[config.mk]
export PLATFORM = sky130hd
export DESIGN_NAME = fetch_unit
export DESIGN_NICKNAME = d
export VERILOG_FILES = /design/src/rtl/fetch_pkg.sv /design/src/rtl/fetch_fifo.sv /design/src/rtl/fetch_unit.sv
export SDC_FILE = /design/constraint.sdc
export NUM_CORES = 1
export LEC_CHECK = 0
export CORE_ASPECT_RATIO = 0.5
export CORE_UTILIZATION = 30
export DETAILED_ROUTE_END_ITERATION = 6
export PLACE_DENSITY = 0.55
export SLEW_MARGIN = 30
export SYNTH_ARGS = -nofsm -noshare
export SYNTH_HDL_FRONTEND = slang
export SYNTH_HIERARCHICAL = 1
export SYNTH_SLANG_ARGS = --single-unit
[constraint.sdc]
create_clock -name clk -period 16.75 [get_ports clk]
set_clock_uncertainty 0.1 [all_clocks]
set_input_delay 3.35 -clock clk [delete_from_list [all_inputs] [get_ports clk]]
set_output_delay 3.35 -clock clk [all_outputs]
set_load 0.02 [all_outputs]
[src/rtl/fetch_pkg.sv]
// Shared definitions for the instruction fetch unit.
//   state_e     : fetch control state (StRun = normal fetch, StFlush = discarding stale responses)
//   DefXlen     : default address/PC width
//   DefDepth    : default prefetch buffer depth
//   DefResetPc  : default first fetch address
//   InstW       : instruction word width
package fetch_pkg;

  typedef enum logic [0:0] {
    StRun,
    StFlush
  } state_e;

  localparam int unsigned DefXlen    = 32;
  localparam int unsigned DefDepth   = 4;
  localparam logic [31:0] DefResetPc = 32'h0000_0000;
  localparam int unsigned InstW      = 32;

endpackage

[src/rtl/fetch_fifo.sv]
// Prefetch buffer: DEPTH-entry FIFO of {pc, instruction} pairs.
//   clk, rst            : clock, asynchronous active-low reset
//   push, push_pc/data  : write an entry (ignored when full)
//   pop                 : drop the head entry (ignored when empty)
//   clear               : empty the buffer; wins over push and pop
//   full, empty, count  : occupancy status
//   head_pc, head_data  : head entry contents (meaningful only when not empty)
module fetch_fifo
  import fetch_pkg::*;
#(
  parameter int unsigned XLEN  = DefXlen,
  parameter int unsigned DEPTH = DefDepth,
  localparam int unsigned AW   = $clog2(DEPTH)
) (
  input  logic             clk,
  input  logic             rst,
  input  logic             push,
  input  logic [XLEN-1:0]  push_pc,
  input  logic [InstW-1:0] push_data,
  input  logic             pop,
  input  logic             clear,
  output logic             full,
  output logic             empty,
  output logic [AW:0]      count,
  output logic [XLEN-1:0]  head_pc,
  output logic [InstW-1:0] head_data
);

  // Pointers carry one extra wrap bit so full and empty are distinguishable.
  logic [AW:0]      wr_ptr_q, rd_ptr_q;
  logic [XLEN-1:0]  pc_mem   [DEPTH];
  logic [InstW-1:0] data_mem [DEPTH];
  logic             do_push, do_pop;

  always_comb begin
    empty   = (wr_ptr_q == rd_ptr_q);
    full    = (wr_ptr_q[AW] != rd_ptr_q[AW]) && (wr_ptr_q[AW-1:0] == rd_ptr_q[AW-1:0]);
    count   = wr_ptr_q - rd_ptr_q;
    do_push = push && !full && !clear;
    do_pop  = pop && !empty && !clear;
    head_pc   = pc_mem[rd_ptr_q[AW-1:0]];
    head_data = data_mem[rd_ptr_q[AW-1:0]];
  end

  always_ff @(posedge clk or negedge rst) begin
    if (!rst) begin
      wr_ptr_q <= '0;
      rd_ptr_q <= '0;
    end else if (clear) begin
      wr_ptr_q <= '0;
      rd_ptr_q <= '0;
    end else begin
      if (do_push) wr_ptr_q <= wr_ptr_q + 1'b1;
      if (do_pop)  rd_ptr_q <= rd_ptr_q + 1'b1;
    end
  end

  // Storage needs no reset: entries are only read between a push and the matching pop.
  always_ff @(posedge clk) begin
    if (do_push) begin
      pc_mem[wr_ptr_q[AW-1:0]]   <= push_pc;
      data_mem[wr_ptr_q[AW-1:0]] <= push_data;
    end
  end

endmodule

[src/rtl/fetch_unit.sv]
// Instruction fetch unit with a credit-limited prefetch buffer and redirect flushing.
//   clk, rst                         : clock, asynchronous active-low reset
//   imem_req_valid/ready/addr        : in-order fetch requests to instruction memory
//   imem_rsp_valid/data              : in-order instruction responses
//   redirect_valid/addr              : single-cycle branch/jump redirect to a new PC
//   inst_valid/ready/data/pc         : head of the prefetch buffer towards decode
module fetch_unit
  import fetch_pkg::*;
#(
  parameter int unsigned     XLEN     = DefXlen,
  parameter int unsigned     DEPTH    = DefDepth,
  parameter logic [XLEN-1:0] RESET_PC = XLEN'(DefResetPc)
) (
  input  logic             clk,
  input  logic             rst,
  output logic             imem_req_valid,
  input  logic             imem_req_ready,
  output logic [XLEN-1:0]  imem_req_addr,
  input  logic             imem_rsp_valid,
  input  logic [InstW-1:0] imem_rsp_data,
  input  logic             redirect_valid,
  input  logic [XLEN-1:0]  redirect_addr,
  output logic             inst_valid,
  input  logic             inst_ready,
  output logic [InstW-1:0] inst_data,
  output logic [XLEN-1:0]  inst_pc
);

  localparam int unsigned CW = $clog2(DEPTH) + 1;

  state_e           state_q, state_d;
  logic [XLEN-1:0]  pc_q, pc_d;
  logic [CW-1:0]    out_cnt_q, out_cnt_d;
  logic [CW-1:0]    disc_q, disc_d;
  logic [XLEN-1:0]  hold_pc_q;
  logic [InstW-1:0] hold_data_q;
  logic             err_q;

  logic             req_fire, rsp_take, credit_ok;
  logic             fifo_push, fifo_pop, fifo_full, fifo_empty;
  logic [CW-1:0]    fifo_count;
  logic [XLEN-1:0]  head_pc;
  logic [InstW-1:0] head_data;

  fetch_fifo #(
    .XLEN  (XLEN),
    .DEPTH (DEPTH)
  ) u_fifo (
    .clk       (clk),
    .rst       (rst),
    .push      (fifo_push),
    .push_pc   (head_pc_unused_guard(pc_q)),
    .push_data (imem_rsp_data),
    .pop       (fifo_pop),
    .clear     (redirect_valid),
    .full      (fifo_full),
    .empty     (fifo_empty),
    .count     (fifo_count),
    .head_pc   (head_pc),
    .head_data (head_data)
  );

  // PC of the oldest outstanding request: requests are issued to consecutive words,
  // so it is the fetch PC minus four per request still in flight.
  function automatic logic [XLEN-1:0] head_pc_unused_guard(input logic [XLEN-1:0] pc);
    return pc - {out_cnt_q, 2'b00};
  endfunction

  always_comb begin
    // Requests in flight plus buffered entries never exceed the buffer depth.
    credit_ok      = ({1'b0, out_cnt_q} + {1'b0, fifo_count}) < (CW + 1)'(DEPTH);
    // Gated by rst so the request is low while reset is held.
    imem_req_valid = rst && (state_q == StRun) && credit_ok;
    imem_req_addr  = pc_q;
    req_fire       = imem_req_valid && imem_req_ready;
    rsp_take       = imem_rsp_valid && (out_cnt_q != '0);

    inst_valid = !fifo_empty;
    inst_data  = fifo_empty ? hold_data_q : head_data;
    inst_pc    = fifo_empty ? hold_pc_q : head_pc;

    fifo_push = (state_q == StRun) && rsp_take && !redirect_valid && !fifo_full;
    fifo_pop  = inst_valid && inst_ready;

    out_cnt_d = out_cnt_q + CW'(req_fire) - CW'(rsp_take);

    pc_d = pc_q;
    if (redirect_valid) begin
      pc_d = redirect_addr & ~XLEN'(3);
    end else if (req_fire) begin
      pc_d = pc_q + XLEN'(4);
    end

    state_d = state_q;
    disc_d  = disc_q;
    unique case (state_q)
      StRun: begin
        if (redirect_valid) begin
          // Everything still in flight after this edge is stale.
          disc_d  = out_cnt_d;
          state_d = (out_cnt_d != '0) ? StFlush : StRun;
        end
      end
      StFlush: begin
        disc_d = disc_q - CW'(rsp_take);
        if (disc_d == '0) state_d = StRun;
      end
      default: state_d = StRun;
    endcase
  end

  always_ff @(posedge clk or negedge rst) begin
    if (!rst) begin
      state_q     <= StRun;
      pc_q        <= RESET_PC;
      out_cnt_q   <= '0;
      disc_q      <= '0;
      hold_pc_q   <= '0;
      hold_data_q <= '0;
      err_q       <= 1'b0;
    end else begin
      state_q   <= state_d;
      pc_q      <= pc_d;
      out_cnt_q <= out_cnt_d;
      disc_q    <= disc_d;
      // Remember the presented head so outputs hold while the buffer is empty.
      if (!fifo_empty) begin
        hold_pc_q   <= head_pc;
        hold_data_q <= head_data;
      end
      if (imem_rsp_valid && (out_cnt_q == '0)) err_q <= 1'b1;
    end
  end

  no_spurious_rsp: assert property (@(posedge clk) disable iff (!rst) !err_q);

endmodule

# Yosys cells after proc, flatten, opt, wreduce, memory -nomap -nowiden
# Memory sizes are Yosys's and may differ from the RTL's.
# Index checks and enable logic that the tools add are counted.
# word_totals
input_bits	70
memories	2
reg_bits	109
wordCells	63
output_inout_bits	98
ram_bits	256
# op_classes
addsub	9
order_cmp	1
mux	16
reduce_logical	22
eq_ne	4
n_bitwise	1
# memory_table
memory	words	word_bits	rd	rd_ports_with_merged_regs	wr	line_no	rtl
u_fifo.data_mem	4	32	1	0	1	fetch_fifo.sv:32	logic [InstW-1:0] data_mem [DEPTH];
u_fifo.pc_mem	4	32	1	0	1	fetch_fifo.sv:31	logic [XLEN-1:0] pc_mem [DEPTH];
# op_table
op	count
two-way mux 32 bit	4
adder 32 x 3 -> 32 bit, second input constant	1
subtractor 32 x 5 -> 32 bit	1
two-way mux 3 bit	5
logical AND 1 bit	13
adder 3 x 1 -> 3 bit, second input constant	2
case mux 3 bit (2 select lines)	1
nonzero test 2 bit	3
nonzero test 3 bit	2
subtractor 3 x 1 -> 3 bit	2
two-way mux 1 bit	5
adder 3 x 3 -> 4 bit	1
< comparator 4 x 3 -> 1 bit, second input constant	1
adder 3 x 1 -> 3 bit	1
equality test 3 bit	1
logical NOT 1 bit	3
logical NOT 3 bit	1
subtractor 3 bit	1
equality test 2 bit	1
inequality test 2 bit, second input constant	1
case mux 1 bit (2 select lines)	1
inequality test 1 bit	1
NOT 1 bit	1

# Depth between registers and ports, before layout
# Gate-level depths: netlist of run 1.
# depth
depth_word	11
ltp_mapped	18
mapped_depth_nobuf	16

# By module
# Netlist of run 1, hierarchy kept.
# modules_own_cells
module	seq_area_each_um2	cells_per_inst	area_per_inst_um2	n_inst
fetch_fifo	7837.5	398	9836.9	1
fetch_unit	2527.4	518	5564.1	1

# Worst setup path before layout of run 1
# Ideal clock, no wire load.
# synth_path
path_type	in2reg
start	input port redirect_valid
end	memory u_fifo.data_mem[3][0] (enable)
required_ns	16.085
path_buffers	2
slack_ns	7.187
arrival_time_ns	8.898
stages	5
setup_time_ns	0.565
path_cell_list	clkbuf_1 buf_1 nor4b_1 nand2_1 nor3_1
# synth_between
elab_chain_cells	7
# synth_rtl
element	line_no	rtl
start: declaration	fetch_unit.sv:21	input logic redirect_valid,
logical NOT 1 bit	fetch_unit.sv:82	fifo_push = (state_q == StRun) && rsp_take && !redirect_valid && !fifo_full;
logical AND 1 bit (2 in a row)	fetch_unit.sv:82	
via fifo_push	fetch_unit.sv:40	logic fifo_push, fifo_pop, fifo_full, fifo_empty;
logical AND 1 bit (2 in a row)	fetch_fifo.sv:39	do_push = push && !full && !clear;
two-way mux 1 bit	fetch_fifo.sv:60	if (do_push) begin
two-way mux 1 bit (not written as such)	fetch_fifo.sv:62	data_mem[wr_ptr_q[AW-1:0]] <= push_data;
end: declaration	fetch_fifo.sv:32	
# The timed path passes the listed nets, and every way through them passes these cells.

# Final worst setup path of run 1
# layout_path
start	input port rst
end	output port imem_req_valid
# layout_between
elab_chain_cells	2
# layout_rtl
element	line_no	rtl
start: declaration	fetch_unit.sv:15	input logic rst,
logical AND 1 bit (2 in a row)	fetch_unit.sv:73	imem_req_valid = rst && (state_q == StRun) && credit_ok;
end: declaration	fetch_unit.sv:16	output logic imem_req_valid,
# Every way passes these cells.

==> flow_metrics.env, run 1 <==
export IMPL_cts_resized=0
export IMPL_cts_tree="done"
export IMPL_cts_root_buffer="clkbuf_16"
export IMPL_grt_max_degree=67
export IMPL_total_power_w=0.00308
export IMPL_finalCritPeriodShare=0.552
export IMPL_async_flop_share=0.295
export IMPL_crit_type="primary input to output pin"
export IMPL_max_cap_violations=0
export IMPL_placed_area_sq_mm=0.0176
export IMPL_clockBufferDepth=3
export IMPL_end_kind="output pin"
export IMPL_fin_crit_ps=9250
export IMPL_die_y_um=162
export IMPL_ys_seq_area_frac=0.673
export IMPL_post_dp_hpwl_um=21000
export IMPL_cts_clk_slew_worst_paths_ps=60
export IMPL_fmax_mhz=108
export IMPL_synth_edf_count=256
export IMPL_initial_core_util=0.305
export IMPL_rows=58
export IMPL_tns_ps=0
export IMPL_start_kind="primary input"
export IMPL_fin_cells=1795
export IMPL_critPathSlowestCell="or4b_1"
export IMPL_min_path_type="register to register"
export IMPL_cp_arrival_ps=5800
export IMPL_ys_top_cells_by_area="edfxtp_1 (50%), dfrtp_1 (17%), mux4_2 (9.4%)"
export IMPL_gp_congestion=0.773
export IMPL_fin_hold_ws_ps=395
export IMPL_area_growth_pct=22.9
export IMPL_drc=0
export IMPL_coreArea_sq_mm=0.0504
export IMPL_htree_levels=2
export IMPL_cp_max_fo=49
export IMPL_power_leakage_nw=6.35
export IMPL_crit_path_cell_trace="buf_4, or4b_1, nand2b_2, nor2_1, clkdlybuf4s50_1"
export IMPL_synth_commonest_cells="edfxtp_1 (256), dfrtp_1 (107), mux2_2 (65)"
export IMPL_cts_buffers=37
export IMPL_fill_cells=4707
export IMPL_grt_pass1_vias=9338
export IMPL_multi_input_area_sq_mm=0.00454
export IMPL_die_area_sq_mm=0.0523
export IMPL_critPathBufInv=2
export IMPL_outcome="finished, final reports clean"
export IMPL_vias=8609
export IMPL_relSlewSlack=0.449
export IMPL_antenna_left=0
export IMPL_layout_nets=1164
export IMPL_ys_warn_count=6
export IMPL_final_hold_viol_count=0
export IMPL_seq_area_sq_mm=0.0104
export IMPL_dp_cells=1725
export IMPL_irDropWorstVdd_uv=91.4
export IMPL_fin_area_sq_mm=0.0189
export IMPL_drt_wirelength_per_cell_um=19.7
export IMPL_synth_area_per_cell_sq_um=16.8
export IMPL_grt_setup_unrepaired="false"
export IMPL_synth_area_sq_mm=0.0154
export IMPL_vias_per_cell=4.80
export IMPL_grt_antenna_before_repair=2
export IMPL_io_pins=168
export IMPL_drt_iter0_drc=512
export IMPL_power_density_mw_per_mm2=163
export IMPL_yosysUniqueCellTypes=68
export IMPL_yosys_area_top_type_share=0.499
export IMPL_synth_largest_area_cell="edfxtp_1"
export IMPL_cts_setup_buffers=0
export IMPL_synth_seq_cells=363
export IMPL_clock_sink_count=363
export IMPL_drt_total_wl_um=35400
export IMPL_die_width_um=322
export IMPL_ys_flop_type="edfxtp_1"
export IMPL_drv_slew=0
export IMPL_setup_violations=0
export IMPL_holdBufCountCts=0
export IMPL_grt_overflow_total=0
export IMPL_critPathTopFamily="buffers and inverters"
export IMPL_drt_pass1_iter_count=5
export IMPL_insertion_delay_ps=530
export IMPL_synth_most_common_cell="edfxtp_1"
export IMPL_crit_required_ps=13300
export IMPL_grt_pass1_wl_um=54600
export IMPL_portBuffers=163
export IMPL_drive_gt1_frac=0.199
export IMPL_tightestPinTransition_ps=826
export IMPL_cpPeakStageDelay_ps=660
export IMPL_syn_inst=916
export IMPL_r2r_slack_ps=11750
export IMPL_grt_usage=0.137
worst paths after layout:
| check | startpoint | end | cells past startpoint |
|---|---|---|---|
| max reg2reg | u_fifo/rd_ptr_q[0]$_DFFE_PN0P_ | state_q$_DFF_PN0_ | 15 |
| min reg2reg | hold_data_q[4]$_DFF_PN0_ | hold_data_q[4]$_DFF_PN0_ | 1 |
| max | rst | imem_req_valid | 5 |
| min in group asynchronous | rst | imem_req_addr[2]$_DFFE_PN0N_ | 1 |
| min | hold_data_q[4]$_DFF_PN0_ | hold_data_q[4]$_DFF_PN0_ | 1 |
| max in group asynchronous | rst | u_fifo/rd_ptr_q[0]$_DFFE_PN0P_ | 2 |
per-stage QoR:
stage | setup slack [ps] | util
after floorplan | 7190 | -
after global placement | 7470 | 0.349
after detailed placement | 7450 | 0.349
after CTS | 7450 | 0.375
after global routing | 7330 | 0.375
final | 7500 | 0.375
state kept, by name, summed over array words and instances (netlist names):
name and count:
u_fifo/data_mem 128, u_fifo/pc_mem 128, hold_data_q 32, hold_pc_q 32, imem_req_addr 30, disc_q 3, out_cnt_q 3, u_fifo/rd_ptr_q 3
u_fifo/wr_ptr_q 3, state_q 1
power by group:
part	internal (W)	switching [W]	total (W)
clock	0.000537	0.000341	0.000878
sequential	0.00109	0.0000656	0.00116
combinational	0.000504	0.000537	0.00104
total	0.00214	0.000944	0.00308
logic make-up after synthesis:
logic type	Yosys count	synth area share
flops	363	0.673
simple gates	194	0.0741
mux	133	0.144
buf+inv	91	0.0357
compound gates	79	0.0351
xor+xnor	35	0.0204
fa+ha+maj	20	0.0177
other cells	1	0.000243
layout make-up:
cell class / instances / share of cell area
sequential: 363 / 0.548
clock inverter: 19 / 0.0134
inverter: 27 / 0.00535
antenna: 2 / 0.000264
multi-input combinational: 471 / 0.240
timing repair buffer: 174 / 0.0920
tap: 690 / 0.0456
clock buffer: 49 / 0.0557
layout by cell type, fill, tap and decap left out, types with 18 or more instances in the layout:
cell / n
inv_1: 26
nor2_1: 32
mux2_2: 65
a31oi_1: 24
clkdlybuf4s50_1: 162
dfrtp_1: 105
nor3_1: 18
edfxtp_1: 256
mux4_2: 64
nand2_1: 22
or4_1: 22
clkbuf_16: 39
metal layers:
| layer | wire, um | global-route usage |
|---|---|---|
| met1 | 14700 | 0.167 |
| met2 | 18700 | 0.245 |
| met3 | 1310 | 0.0228 |
| met4 | 736 | 0.0457 |
| met5 | 0 | 0 |
worst reg2reg max path, stage by stage (launching register included):
cell	delay [ps]
dfrtp_4	730
ha_1	240
inv_1	50
fa_1	370
xor2_1	180
ha_1	290
or4b_1	660
or4b_2	740
ha_1	300
inv_1	50
ha_1	120
inv_1	40
fa_1	480
inv_1	60
o311ai_0	300
o21ai_0	150
No activity file was read; power rests on OpenSTA's default activity.
==> run 2, diff against run 1 <==
- PLACE_DENSITY: 0.55 -> 0.56
- clock period: 16.75 -> 7.65 ns (I/O delays scaled with it)
==> run 2 against run 1 <==
Compared with the run above:
- clock power up 95%
- register-to-register slack worse by 9400 ps
- critical path depth increased by 4
- via count up 0.96%
- wire length down 1.6%
- critical endpoint unchanged
- largest power group unchanged
- highest routed layer unchanged
==> flow_metrics.env, run 2 (synthesis results as in run 1) <==
export IMPL_tns_ps=0
export IMPL_max_cap_violations=0
export IMPL_drv_slew=0
export IMPL_drt_total_wl_um=34800
export IMPL_cts_buffers=37
export IMPL_crit_type="register to output pin"
export IMPL_min_path_cells=1
export IMPL_grt_max_degree=67
export IMPL_io_pins=168
export IMPL_end_kind="output pin"
export IMPL_initial_core_util=0.305
export IMPL_finalCritPeriodShare=0.797
export IMPL_cp_arrival_ps=4460
export IMPL_area_growth_pct=22.1
export IMPL_cts_resized=0
export IMPL_seqPwrFrac=0.392
export IMPL_insertion_delay_ps=530
export IMPL_die_area_sq_mm=0.0523
export IMPL_pwr_share_clk=0.262
export IMPL_reg2reg_depth=15
export IMPL_start_kind="register"
export IMPL_p_int_w=0.00450
export IMPL_grt_pass1_wl_um=54100
export IMPL_htree_levels=2
export IMPL_drt_pass1_iter_count=4
export IMPL_vias=8692
export IMPL_combPwrFrac=0.346
export IMPL_grt_antenna_before_repair=0
export IMPL_relSlewSlack=0.422
export IMPL_coreArea_sq_mm=0.0504
export IMPL_crit_required_ps=6020
export IMPL_final_cell_mix="edfxtp_1 (256), clkdlybuf4s50_1 (162), dfrtp_1 (105), mux2_2 (65), mux4_2 (64)"
export IMPL_grt_setup_unrepaired="false"
export IMPL_layout_nets=1167
export IMPL_grt_usage=0.135
export IMPL_final_common_cell="edfxtp_1"
export IMPL_grt_pass1_vias=9238
export IMPL_portBuffers=163
export IMPL_drc=0
export IMPL_cp_max_fo=38
export IMPL_fmax_mhz=164
export IMPL_cts_setup_buffers=0
export IMPL_power_density_mw_per_mm2=348
export IMPL_cts_root_buffer="clkbuf_16"
export IMPL_tightestPinTransition_ps=867
export IMPL_holdBufCountCts=0
export IMPL_irDropWorstVdd_uv=152
export IMPL_rows=58
export IMPL_clock_sink_count=363
export IMPL_die_width_um=322
export IMPL_power_switching_w=0.00203
export IMPL_cts_clk_slew_worst_paths_ps=70
export IMPL_final_hold_viol_count=0
export IMPL_cts_tree="done"
export IMPL_gp_congestion=0.810
export IMPL_outcome="finished, final reports clean"
export IMPL_swShare=0.311
export IMPL_clockBufferDepth=3
export IMPL_total_power_w=0.00653
export IMPL_grt_overflow_total=0
export IMPL_post_dp_hpwl_um=21100
export IMPL_drive_gt1_frac=0.197
export IMPL_antenna_cells=0
export IMPL_fin_crit_ps=6090
export IMPL_power_leakage_nw=6.29
export IMPL_antenna_left=0
export IMPL_min_path_type="register to register"
export IMPL_drt_wirelength_per_cell_um=19.4
export IMPL_vias_per_cell=4.84
export IMPL_setup_violations=0
export IMPL_die_y_um=162
export IMPL_drt_iter0_drc=473
-- run 2: worst max-delay path: stages, from the launching register on --
cell and delay, ps:
dfrtp_4 960, ha_1 280, inv_1 50, fa_1 370, xor2_1 180, ha_1 290
or4b_1 660, nand2b_2 350, nor2_1 170, clkdlybuf4s50_1 620
-- run 2: layer usage --
| layer | part of all wire | vias to the layer above | GRT usage |
|---|---|---|---|
| met1 | 0.42 | 4558 | 0.168 |
| met4 | 0.024 | 0 | 0.0463 |
| met2 | 0.52 | 172 | 0.239 |
| li1 | - | 3910 | - |
| met3 | 0.034 | 52 | 0.0198 |
| met5 | 0 | - | 0 |
-- run 2: per-stage QoR --
stage	hold slack [ps]	std cells	worst slack, ps	instance area [sq um]	util
2_1_floorplan	437	925	1850	15400	-
3_3_place_gp	379	1727	2050	17600	0.349
3_5_place_dp	382	1728	2060	17600	0.350
4_1_cts	396	1795	1470	18800	0.373
5_1_grt	401	1795	1270	18800	0.373
6_report	392	1795	1560	18800	0.373
-- run 2: final cells by class --
type	instances	area (sq um)
tap	690	863
fill	4703	31600
sequential	363	10400
timing repair buffer	177	1770
multi-input combinational	471	4550
clock inverter	12	57.6
inverter	27	101
clock buffer	55	1090
-- run 2: worst paths after layout --
path | from | to | slack (ps)
setup reg to reg | u_fifo/rd_ptr_q[0]$_DFFE_PN0P_ | state_q$_DFF_PN0_ | 2360
hold / removal | hold_data_q[5]$_DFF_PN0_ | hold_data_q[5]$_DFF_PN0_ | 390
max in group asynchronous | rst | hold_data_q[21]$_DFF_PN0_ | 4940
min in group asynchronous | rst | imem_req_addr[10]$_DFFE_PN0N_ | 1110
setup / recovery | u_fifo/rd_ptr_q[0]$_DFFE_PN0P_ | imem_req_valid | 1560
hold reg to reg | hold_data_q[5]$_DFF_PN0_ | hold_data_q[5]$_DFF_PN0_ | 390
-- run 2: power by group through the flow --
stage          clock (W)  sequential, W  combinational (W)
2_1_floorplan          0        0.00252            0.00144
3_5_place_dp           0        0.00261            0.00230
3_3_place_gp           0        0.00259            0.00224
6_report         0.00171        0.00256            0.00226
4_1_cts          0.00175        0.00257            0.00231
5_1_grt          0.00183        0.00260            0.00242
==> RTL change, RTL diff (settings of run 1) <==
`DefDepth`: 4 -> 8.
--- a/src/rtl/fetch_pkg.sv
+++ b/src/rtl/fetch_pkg.sv
@@ -13,5 +13,5 @@
 
   localparam int unsigned DefXlen    = 32;
-  localparam int unsigned DefDepth   = 4;
+  localparam int unsigned DefDepth   = 8;
   localparam logic [31:0] DefResetPc = 32'h0000_0000;
   localparam int unsigned InstW      = 32;
Formal check against the unedited RTL: no difference found for any inputs over 4 cycles, from zero or initial values and one cycle with rst low; that may be too few to reach the edited logic, so the function may still have changed.
==> RTL change against run 1 <==
- via count up 52%
- core utilization down 1.0 points
- sequential power up 62%
- final area up 59%
- setup slack better by 300 ps
- wire length up 65%
- total power up 26%
- area after synthesis up 64%
- register-to-register slack better by 120 ps
- sequential share of layout area up 5.5 points
- sequential cell count up 260
- clock power up 46%
- highest routed layer unchanged
==> RTL change: results (changes against run 1) <==
stage,metric,value,unit,change
global_route,met3 Resource Use GR,2.27,%,-0.0082 points
global_route,GR Util met1,19.0,%,+2.3 points
sta,post-route worst hold slack,393,ps,-2.21 ps
final_layout,number of filler cells placed in the layout,7764,,+65%
placement,Post-DP Area,28300,sq um,+61%
logic_synthesis,leading post-synthesis cells by cell area,"sky130_fd_sc_hd__edfxtp_1, sky130_fd_sc_hd__mux4_2, sky130_fd_sc_hd__dfrtp_1, sky130_fd_sc_hd__nand2_1, sky130_fd_sc_hd__mux2_2",,
placement,cell total after placement,2679,,+55%
outcome,run status,"complete, no violations",,
power,Sw Ratio,26.4,%,-4.2 points
logic_synthesis,fraction of registers with async set or reset after synthesis,17.8,%,-12 points
cts,number of levels the H-tree was split into,2,,unchanged
critical_path,reg-to-reg critical path startpoint,u_fifo/rd_ptr_q[2]$_DFFE_PN0P_,,
logic_synthesis,number of synthesized flops with an enable pin,512,,+100%
global_route,initial antenna violation count,1,,-1
placement,worst setup timing slack at the placement stage,7730,ps,+280 ps
global_route,number of global-route vias before repair,13800,,+48%
logic_synthesis,distinct cell type count of the synthesized netlist,53,,-22%
worst_hold_path,Hold Startpoint,hold_data_q[11]$_DFF_PN0_,,
final_layout,net count of the finished layout,1733,,+49%
drt,DRT met1 WL,26900,microns,+83%
drt,met3 routed wirelength,2220,microns,+70%
final_layout,Antenna Cells,0,,-2
placement,total of buffers placed on input and output ports,163,,unchanged
sta,relative max-transition margin,34.9,%,-10 points
cts,clock insertion delay at the later pin of the skew report,620,ps,+90 ps
cts,TritonCTS Buffers,60,,+62%
worst_hold_path,worst hold path stage count,1,,unchanged
global_route,global-route wire length before repair,88000,microns,+61%
power,leakage power,10.1,nW,+58%
critical_path,FF-to-FF path depth,8,,-7
global_route,aggregate global-route resource usage,13.7,%,+0.041 points
logic_synthesis,sequential element share of the synthesized area,71.7,%,+4.4 points
logic_synthesis,"top cells by count, synth","sky130_fd_sc_hd__edfxtp_1, sky130_fd_sc_hd__nand2_1, sky130_fd_sc_hd__mux4_2",,
critical_path,Register-to-Register Setup Slack,11870,ps,+120 ps
placement,post-detailed-placement half-perimeter wirelength,33200,microns,+58%
worst_hold_path,endpoint of the worst hold path,hold_data_q[11]$_DFF_PN0_,,
logic_synthesis,mean instance size in the synthesized netlist,17.5,sq um,+3.9%
drt,sum of routed wire length over all layers,58400,microns,+65%
final_layout,post-route non-filler standard cell count,2792,,+56%
critical_path,peak fanout along the critical path,70,,+43%
power,Max VDD drop,0.0000711,V,-22%
drt,Detail Route met2 WL,28300,microns,+52%
drt,number of DRC violations after detailed-routing iteration 0,800,,+56%
critical_path,"Slowest-stage cell, CP",sky130_fd_sc_hd__clkdlybuf4s50_1,,
global_route,largest net degree at the start of global routing,104,,+55%
drt,post-route DRC violation count,0,,unchanged
critical_path,worst flop-to-flop path endpoint,u_fifo/data_mem[7][25]$_DFFE_PP_,,
drt,routed via count divided by cell count,4.67,,-2.6%
placement,RePlAce Congestion,0.719,,-7.0%
final_layout,fraction of final layout cells sized beyond drive strength 1,19.5,%,-0.42 points
critical_path,arrival time reported for the critical path endpoint,5500,ps,-300 ps
-- RTL change: cell type report --
type                    instances  area, sq um  share of cell area, %
clock buffers                  89         1710                   5.67
clock inverters                23          124                  0.411
inverters                      26         97.6                  0.324
multi-input cells             739         6780                   22.5
flip-flops and latches        623        18200                   60.3
well taps                    1102         1380                   4.57
repair buffers                190         1890                   6.28
-- RTL change: worst max-delay path by stage --
stage | slack, ps | start | end
after floorplan | 5550 | imem_rsp_valid | u_fifo/data_mem[4][0]$_DFFE_PP_
after global routing | 7610 | rst | imem_req_valid
after global placement | 7740 | rst | imem_req_valid
final | 7800 | rst | imem_req_valid
after CTS | 7730 | rst | imem_req_valid
after detailed placement | 7730 | rst | imem_req_valid
-- RTL change: worst register-to-register path, cell delays in order (launching register included) --
cell and delay (ps):
sky130_fd_sc_hd__dfrtp_2 1000, sky130_fd_sc_hd__inv_2 90, sky130_fd_sc_hd__ha_1 380, sky130_fd_sc_hd__nand3_1 300, sky130_fd_sc_hd__nor2_1 80, sky130_fd_sc_hd__nor4b_1 660
sky130_fd_sc_hd__o21ai_2 410, sky130_fd_sc_hd__nor3_4 740, sky130_fd_sc_hd__buf_6 680
-- RTL change: power groups by stage --
stage / clock, mW / sequential [mW] / combinational, mW
after global placement: 0 / 1.91 / 0.740
after CTS: 1.31 / 1.88 / 0.752
after floorplan: 0 / 1.90 / 0.419
after detailed placement: 0 / 1.92 / 0.748
final: 1.28 / 1.88 / 0.737
after global routing: 1.37 / 1.90 / 0.795
-- RTL change: kinds of logic after synthesis --
kind of cell               count (synthesis)  synth area share, %
xor gates and xnor gates                  63                 2.18
buffers and inverters                    105                 2.09
and+or+nand+nor                          372                 6.84
other                                      1               0.0148
DFF                                      623                 71.7
AOI/OAI and AO/OA                         64                 1.49
adders and majority gates                 23                 1.22
muxes                                    199                 14.5
